==> config.mk <==
export PLATFORM = sky130hd
export DESIGN_NAME = div_arbiter
export DESIGN_NICKNAME = d
export VERILOG_FILES = /design/src/rtl/bike_pkg.sv /design/src/rtl/rr_arb2.sv /design/src/rtl/div_arbiter.sv
export SDC_FILE = /design/constraint.sdc
export NUM_CORES = 1
export LEC_CHECK = 0
export BUFFER_PORTS_ARGS = -buffer_cell sky130_fd_sc_hd__buf_4
export CORE_ASPECT_RATIO = 2
export CORE_MARGIN = 10
export CORE_UTILIZATION = 43
export CTS_CLUSTER_DIAMETER = 200
export DETAILED_ROUTE_END_ITERATION = 10
export GPL_TIMING_DRIVEN = 0
export PLACE_DENSITY = 0.76
export SLEW_MARGIN = 20
export SYNTH_ARGS = -nofsm -noshare
export SYNTH_HDL_FRONTEND = slang
export SYNTH_HIERARCHICAL = 1
export SYNTH_SLANG_ARGS = --single-unit
export TNS_END_PERCENT = 100
==> constraint.sdc <==
create_clock -name clock -period 2 [get_ports clock]
set_clock_uncertainty 0.2 [all_clocks]
set_input_delay 0.4 -clock clock [delete_from_list [all_inputs] [get_ports clock]]
set_output_delay 0.4 -clock clock [all_outputs]
set_load 0.03 [all_outputs]
==> src/rtl/bike_pkg.sv <==
// Shared bike-computer divider definitions: default operand/result widths and the
// one-hot FSM encoding used by div_arbiter and its requesters.
package bike_pkg;

  localparam int unsigned DefDividendWidth = 20;
  localparam int unsigned DefDivisorWidth  = 14;
  localparam int unsigned DefResultWidth   = 12;
  localparam int unsigned DefTimeout       = 64;

  localparam logic [3:0] StIdleEnc  = 4'b0001;
  localparam logic [3:0] StIssueEnc = 4'b0010;
  localparam logic [3:0] StWaitEnc  = 4'b0100;
  localparam logic [3:0] StRespEnc  = 4'b1000;

  typedef enum logic [3:0] {
    StIdle  = StIdleEnc,
    StIssue = StIssueEnc,
    StWait  = StWaitEnc,
    StResp  = StRespEnc
  } div_state_e;

  // Requester indices: bit 0 of a request/grant vector is spd, bit 1 is avg.
  localparam logic ReqSpd = 1'b0;
  localparam logic ReqAvg = 1'b1;

endpackage

==> src/rtl/rr_arb2.sv <==
// Two-way round-robin arbiter: one-hot grant, pointer to the requester favoured on
// the next tie, advanced only when the grant is accepted.
module rr_arb2
  import bike_pkg::*;
(
  input  logic       i_clk,
  input  logic       i_rst,
  input  logic [1:0] i_req,
  input  logic       i_ack,
  output logic [1:0] o_gnt
);

  logic r_prio;

  always_ff @(posedge i_clk) begin
    if (i_rst) begin
      r_prio <= ReqSpd;
    end else if (i_ack) begin
      // Serving spd hands the next tie to avg and vice versa.
      r_prio <= o_gnt[0];
    end
  end

  always_comb begin
    o_gnt = i_req;
    if (&i_req) begin
      o_gnt = (r_prio == ReqAvg) ? 2'b10 : 2'b01;
    end
  end

endmodule

==> src/rtl/div_arbiter.sv <==
// Shares one external divider between the speed and average-speed requesters.
// Optional WAIT timeout is built only when DIV_TIMEOUT_EN is defined.
module div_arbiter
  import bike_pkg::*;
#(
  parameter int unsigned DIVIDEND_WIDTH = DefDividendWidth,
  parameter int unsigned DIVISOR_WIDTH  = DefDivisorWidth,
  parameter int unsigned RESULT_WIDTH   = DefResultWidth,
  parameter int unsigned TIMEOUT        = DefTimeout
) (
  input  logic                      clock,
  input  logic                      reset,
  input  logic                      spd_req,
  input  logic [DIVIDEND_WIDTH-1:0] spd_dividend,
  input  logic [DIVISOR_WIDTH-1:0]  spd_divisor,
  output logic                      spd_gnt,
  output logic [RESULT_WIDTH-1:0]   spd_result,
  output logic                      spd_valid,
  input  logic                      avg_req,
  input  logic [DIVIDEND_WIDTH-1:0] avg_dividend,
  input  logic [DIVISOR_WIDTH-1:0]  avg_divisor,
  output logic                      avg_gnt,
  output logic [RESULT_WIDTH-1:0]   avg_result,
  output logic                      avg_valid,
  output logic                      err,
  output logic                      div_start,
  output logic [DIVIDEND_WIDTH-1:0] div_dividend,
  output logic [DIVISOR_WIDTH-1:0]  div_divisor,
  input  logic [DIVIDEND_WIDTH-1:0] div_quotient,
  input  logic                      div_valid
);

  div_state_e                r_state;
  div_state_e                w_state_next;
  logic [1:0]                w_req;
  logic [1:0]                w_arb_gnt;
  logic                      w_sel_avg;
  logic [DIVIDEND_WIDTH-1:0] w_sel_dividend;
  logic [DIVISOR_WIDTH-1:0]  w_sel_divisor;
  logic                      w_load;
  logic                      w_div_start;
  logic                      w_timeout;
  logic                      w_over;
  logic                      w_sat;
  logic [RESULT_WIDTH-1:0]   w_result;

  logic                      r_owner;
  logic                      r_abort;
  logic [DIVIDEND_WIDTH-1:0] r_dividend;
  logic [DIVISOR_WIDTH-1:0]  r_divisor;
  logic [DIVIDEND_WIDTH-1:0] r_quot;
  logic                      r_spd_gnt;
  logic                      r_avg_gnt;
  logic                      r_spd_valid;
  logic                      r_avg_valid;
  logic                      r_err;
  logic [RESULT_WIDTH-1:0]   r_spd_result;
  logic [RESULT_WIDTH-1:0]   r_avg_result;

  assign w_req = {avg_req, spd_req};

  rr_arb2 u_rr_arb2 (
    .i_clk (clock),
    .i_rst (reset),
    .i_req (w_req),
    .i_ack (w_load),
    .o_gnt (w_arb_gnt)
  );

  assign w_sel_avg      = w_arb_gnt[1];
  assign w_sel_dividend = w_sel_avg ? avg_dividend : spd_dividend;
  assign w_sel_divisor  = w_sel_avg ? avg_divisor : spd_divisor;

`ifdef DIV_TIMEOUT_EN
  localparam int unsigned TmoCntW = (TIMEOUT > 2) ? $clog2(TIMEOUT) : 1;

  logic [TmoCntW-1:0] r_tmo_cnt;

  always_ff @(posedge clock) begin
    if (reset || (r_state != StWait)) begin
      r_tmo_cnt <= '0;
    end else begin
      r_tmo_cnt <= r_tmo_cnt + 1'b1;
    end
  end

  // Abort is decided in the last WAIT cycle so *_valid lands TIMEOUT cycles after WAIT entry.
  assign w_timeout = (r_state == StWait) && (r_tmo_cnt == TmoCntW'(TIMEOUT - 2));
`else
  assign w_timeout = 1'b0;
`endif

  // FSM: state register.
  always_ff @(posedge clock) begin
    if (reset) begin
      r_state <= StIdle;
    end else begin
      r_state <= w_state_next;
    end
  end

  // FSM: next state.
  always_comb begin
    w_state_next = r_state;
    unique case (r_state)
      StIdle: begin
        if (|w_req) begin
          w_state_next = (w_sel_divisor == '0) ? StResp : StIssue;
        end
      end
      StIssue: w_state_next = StWait;
      StWait: begin
        if (div_valid || w_timeout) begin
          w_state_next = StResp;
        end
      end
      StResp:  w_state_next = StIdle;
      default: w_state_next = StIdle;
    endcase
  end

  // FSM: outputs and result saturation.
  always_comb begin
    w_load      = (r_state == StIdle) && (|w_req);
    w_div_start = (r_state == StIssue);
    w_over      = (r_quot >> RESULT_WIDTH) != '0;
    w_sat       = r_abort || w_over;
    w_result    = w_sat ? '1 : r_quot[RESULT_WIDTH-1:0];
  end

  always_ff @(posedge clock) begin
    if (reset) begin
      r_owner      <= ReqSpd;
      r_abort      <= 1'b0;
      r_dividend   <= '0;
      r_divisor    <= '0;
      r_quot       <= '0;
      r_spd_gnt    <= 1'b0;
      r_avg_gnt    <= 1'b0;
      r_spd_valid  <= 1'b0;
      r_avg_valid  <= 1'b0;
      r_err        <= 1'b0;
      r_spd_result <= '0;
      r_avg_result <= '0;
    end else begin
      r_spd_gnt   <= w_load && w_arb_gnt[0];
      r_avg_gnt   <= w_load && w_arb_gnt[1];
      r_spd_valid <= 1'b0;
      r_avg_valid <= 1'b0;
      r_err       <= 1'b0;
      if (w_load) begin
        r_owner    <= w_sel_avg;
        r_dividend <= w_sel_dividend;
        r_divisor  <= w_sel_divisor;
        r_abort    <= (w_sel_divisor == '0);
      end
      if (r_state == StWait) begin
        if (div_valid) begin
          r_quot <= div_quotient;
        end else if (w_timeout) begin
          r_abort <= 1'b1;
        end
      end
      if (r_state == StResp) begin
        r_err <= w_sat;
        if (r_owner == ReqAvg) begin
          r_avg_valid  <= 1'b1;
          r_avg_result <= w_result;
        end else begin
          r_spd_valid  <= 1'b1;
          r_spd_result <= w_result;
        end
      end
    end
  end

  assign spd_gnt      = r_spd_gnt;
  assign avg_gnt      = r_avg_gnt;
  assign spd_valid    = r_spd_valid;
  assign avg_valid    = r_avg_valid;
  assign spd_result   = r_spd_result;
  assign avg_result   = r_avg_result;
  assign err          = r_err;
  assign div_start    = w_div_start;
  assign div_dividend = r_dividend;
  assign div_divisor  = r_divisor;

endmodule

* Word-level counts from Yosys, hierarchy flattened
Index checks and enable logic that the tools add are counted.
** Word-level totals
- Register bits :: 90
- Output and inout bits :: 64
- Logic and storage cells :: 46
** Operators by class
- Equality and inequality tests :: 6
- Muxes and demuxes :: 11
- Bitwise operators :: 2
- Reductions and logical operators :: 13
** Operators by type and width (count)
- $mux 20 :: 1
- $reduce_bool 20->1 :: 1
- $logic_not 14->1 :: 1
- $mux 14 :: 1
- $mux 12 :: 1
- $mux 4 :: 3
- $pmux 4 s3 :: 1
- $reduce_and 2->1 :: 5
- $eq 4x1->1 const B :: 1
- $eq 4x2->1 const B :: 1
- $eq 4x3->1 const B :: 1
- $eq 4x4->1 const B :: 1
- $mux 2 :: 2
- $reduce_or 2->1 :: 2
- $logic_and 1x1->1 :: 3
- $mux 1 :: 2
- $ne 2x1->1 const B :: 1
- $ne 2x2->1 const B :: 1
- $not 1->1 :: 2
- $logic_or 1x1->1 :: 1

* Logic depth before layout (Yosys ltp)
- Depth after elaboration :: 7
- Depth in mapped cells :: 7
- Mapped depth without buffers :: 6

* Modules after synthesis
Netlist, hierarchy kept.
** Modules (own cells, without submodules)
- div_arbiter :: times used 1, cells an instance 358, area each 3537.1 um^2, seq. area each 1781.7 um^2
- rr_arb2 :: times used 1, cells an instance 7, area each 67.6 um^2, seq. area each 20.0 um^2

* Least setup slack after synthesis
OpenSTA, ideal clock, no wires.
- Kind :: register to output
- Start :: register r_state[1]
- End :: output port div_start
- Arrival time :: 1.644 ns
- Data required time :: 1.400 ns
- Slack :: -0.244 ns
- Cell stages (with the launch flop) :: 3
- Path buffers :: 1
- Cell sequence :: dfxtp_1 clkbuf_1 nor4b_1
** On the way
- Word-level cells in the longest chain between the ends :: 1
** RTL lines
- start: declaration :: line div_arbiter.sv:33 : div_state_e r_state;
- start signal: assignment :: line div_arbiter.sv:96 : r_state <= StIdle;
- start signal: assignment :: line div_arbiter.sv:98 : r_state <= w_state_next;
- $eq 4x2->1 :: line div_arbiter.sv:125 : w_div_start = (r_state == StIssue);
- end: declaration :: line div_arbiter.sv:26 : output logic div_start,
No other way between the ends.

* Final worst setup path
- Start :: register r_quot[13]
- End :: register r_avg_result[9], in the netlist avg_result[9]
** On the way
- Word-level cells in the longest chain between the ends :: 3
** RTL lines
- start: declaration :: line div_arbiter.sv:51 : logic [DIVIDEND_WIDTH-1:0] r_quot;
- start signal: assignment :: line div_arbiter.sv:159 : r_quot <= div_quotient;
- $reduce_bool 20->1 :: line div_arbiter.sv:126 : w_over = (r_quot >> RESULT_WIDTH) != '0;
- $logic_or 1x1->1 :: line div_arbiter.sv:127 : w_sat = r_abort || w_over;
- $mux 12 :: line div_arbiter.sv:128 : w_result = w_sat ? '1 : r_quot[RESULT_WIDTH-1:0];
- end signal: assignment :: line div_arbiter.sv:168 : r_avg_result <= w_result;
- end: declaration :: line div_arbiter.sv:58 : logic [RESULT_WIDTH-1:0] r_avg_result;
No other way between the ends.
A chain may end at the register's enable or synchronous reset.

==> results.md <==
* I/O pin count at roughly 160
* Comb power frac at approximately 23%
* CTS Hold Bufs at 0
* Fin crit share at 97.7%
* Status: completed
* Switch share at between 20 and 30%
* Filler Cells Inserted at roughly 740
* Critical Path AT at ~2 ns
* Initial antenna violation count at 0
* Inserted Diodes at 0
* Starting Density at 43.8%
* H-tree level count at 3
* Synth Instances at 365
* Die area at around 13000 µm²
* Syn nets at around 460
* Post-synth cell types at 38
* CP Max Fanout at 10
* Netlist Area Pre-Place at between 3000 and 4000 µm²
* CP endpoint kind: flip-flop
* NetSw at approximately 1300 µW
* First-pass GRT wire length at around 19000 µm
* Final Slew Violations at 0
* Root buffer cell: clkbuf_16
* WL/cell at 18.7 µm
* CP Data Required Time at just over 2 ns
* Number of port buffers at between 150 and 200
* VDD IR-drop max at between 0.0005 and 0.0006 V
* Vias in the first global route at ~3.7k
* PD cells at 885 nW/µm²
* Clock network power share at around a third
* Total gr overflow at 0
* Tmin final at around 2.0 ns
* Horiz. Die Dim at between 80 and 90 µm
* Final hold slack at roughly 0.11 ns
* Nets at 628
* Core Region at roughly 8200 µm²
* Residual DRC at 0
* Commonest cells after routing, fill and taps aside: buf_4 (163), dfxtp_1 (88), nand2_1 (41)
* Crit Path Category: flip-flop to flip-flop
* Starting DRT DRC Count at between 80 and 90
* Unrepaired setup endpoints after global routing: true
* Routed Antenna Nets at 0
* Detail Placement HPWL at slightly below 10000 µm
* Height of the die at 149 µm
* Gpl congestion at roughly 0.84
* Clk_lat worst skew at ~0.34 ns
* Routed Wire Length at ~12000 µm
* Hold Path Class: input port to flip-flop
* First-pass iteration count of the detailed router at 4
* Vias at approximately 3.4k
* Fmax at between 500 and 600 MHz
* Num CTS Buffers at 9
* Area delta synth->final at 46.6%
* TNS Setup at 0 ns
* Leak Pwr at around 0.0023 µW
* Critical Path Start Type: flip-flop
* # Max-Cap Violations at 0
* Worst Tran Pin Value at between 0.5 and 0.6 ns
* Register area share after synthesis at between 40% and 50%
* Clock sink total at 90
* Cell-internal power at between 3000 and 4000 µW
* Register share of total power at a little over two fifths
* Largest net degree at the start of global routing at 14
* CTS tree: done
* DR vias/cell at between 5 and 6
* Final Hold Fails at 0
* All-Layer GR Usage at roughly 18%
* Commonest non-fill, non-tap cell in the layout: buf_4
* Worst-path clk slew at 0.06 ns
* Seq cells post-synth at 90
* Core Rows at between 40 and 50
* Final setup vio count at 0
* Reg2reg setup slack at 0.05 ns
* Layout cells sized above 1 at 39.0%
* Slew headroom at roughly 63%
* Worst-case clock buffer depth at 2
* Yosys warns at 6
* Mean post-synth cell area at between 9 and 10 µm²
metal layers:
layer  track usage, %  vias up  routed length, µm
met1             16.3     1594               4100
met2             33.8      151               6440
met3             9.15       21               1100
met5                0        -                  0
met4             6.62        0                246
li1                 -     1674                  -
metrics by stage:
step / setup slack, ns / cell area (µm²) / std cells / util, % / total power (µW)
2_1_floorplan: 0.00856 / 3610 / 365 / - / 2580
3_3_place_gp: -0.618 / 4900 / 619 / 59.6 / 3010
3_5_place_dp: -0.607 / 4900 / 619 / 59.6 / 3030
4_1_cts: 0.0130 / 5220 / 635 / 63.4 / 4690
5_1_grt: -0.0219 / 5290 / 637 / 64.2 / 4880
6_report: 0.0455 / 5290 / 637 / 64.2 / 4680
Yosys cell counts (all sizes together):
| cell | instances | area share [%] |
|---|---|---|
| nor3 | 4 | 0.56 |
| nor3b | 2 | 0.56 |
| a211oi | 34 | 7.1 |
| o21ai | 3 | 0.42 |
| a21oi | 22 | 3.1 |
| nor4 | 8 | 2.0 |
| nand2 | 43 | 4.6 |
| o221a | 24 | 7.5 |
| clkinv | 1 | 0.10 |
| or3 | 1 | 0.17 |
| o211ai | 2 | 0.42 |
| mux2i | 37 | 10 |
| a21boi | 2 | 0.52 |
| dfxtp | 90 | 50 |
| buf | 16 | 2.7 |
| or4 | 4 | 0.94 |
| o22ai | 1 | 0.17 |
| and3 | 5 | 0.87 |
| a22o | 1 | 0.24 |
| or4b | 1 | 0.38 |
| and2 | 1 | 0.17 |
| nand2b | 2 | 0.35 |
| nor2 | 38 | 4.0 |
| inv | 3 | 0.31 |
| nor4b | 2 | 0.49 |
| nand3b | 1 | 0.21 |
| a31o | 1 | 0.24 |
| clkbuf | 16 | 1.7 |
power by group through the flow:
stage	clock network [µW]	logic, µW	registers (µW)
after floorplan	0	359	2220
after global placement	0	1000	2010
after detailed placement	0	1020	2020
after CTS	1670	1040	1980
after global routing	1750	1130	1990
final	1650	1050	1980
final timing paths:
kind,start,to,depth (start not counted)
setup / recovery,r_quot[13],avg_result[9],5
hold / removal,div_quotient[13],r_quot[13],3
setup reg to reg,r_quot[13],avg_result[9],5
hold reg to reg,r_quot[12],r_quot[12],2
worst max-delay path, cell delays in order (launching register included):
cell     delay (ns)
dfxtp_2        0.32
or4_4          0.54
nor4_4         0.25
nand2_2        0.13
buf_6          0.17
o221a_1        0.23
timing repair:
action	in CTS	in global routing
endpoints found under the setup margin	61	54
setup buffers	2	2
pin swaps	2	9
resized for setup	12	17
layout make-up:
type	instances	area [µm²]	share of cell area (%)
plain buffers	31	204	3.86
clock buffers	12	246	4.66
clock inverters	3	40.0	0.758
inverters	4	15.0	0.284
multi-input cells	239	1650	31.2
flip-flops and latches	90	1800	34.1
well taps	98	123	2.32
repair buffers	160	1200	22.7
logic make-up after synthesis:
| group | after synthesis | synth area share [%] |
|---|---|---|
| simple gates | 112 | 15.3 |
| compound gates | 90 | 19.6 |
| mux | 37 | 10.3 |
| buf+inv | 36 | 4.79 |
| flops | 90 | 50.0 |
sequential cells by signal, indices dropped and copies added, names as in the netlist:
signal            cells
r_state               4
avg_result           12
avg_valid             1
div_divisor          14
r_quot               20
r_owner               1
err                   1
spd_result           12
r_abort               1
div_dividend         20
spd_valid             1
spd_gnt               1
u_rr_arb2/r_prio      1
avg_gnt               1
No activity file was read; power rests on OpenSTA's default activity.
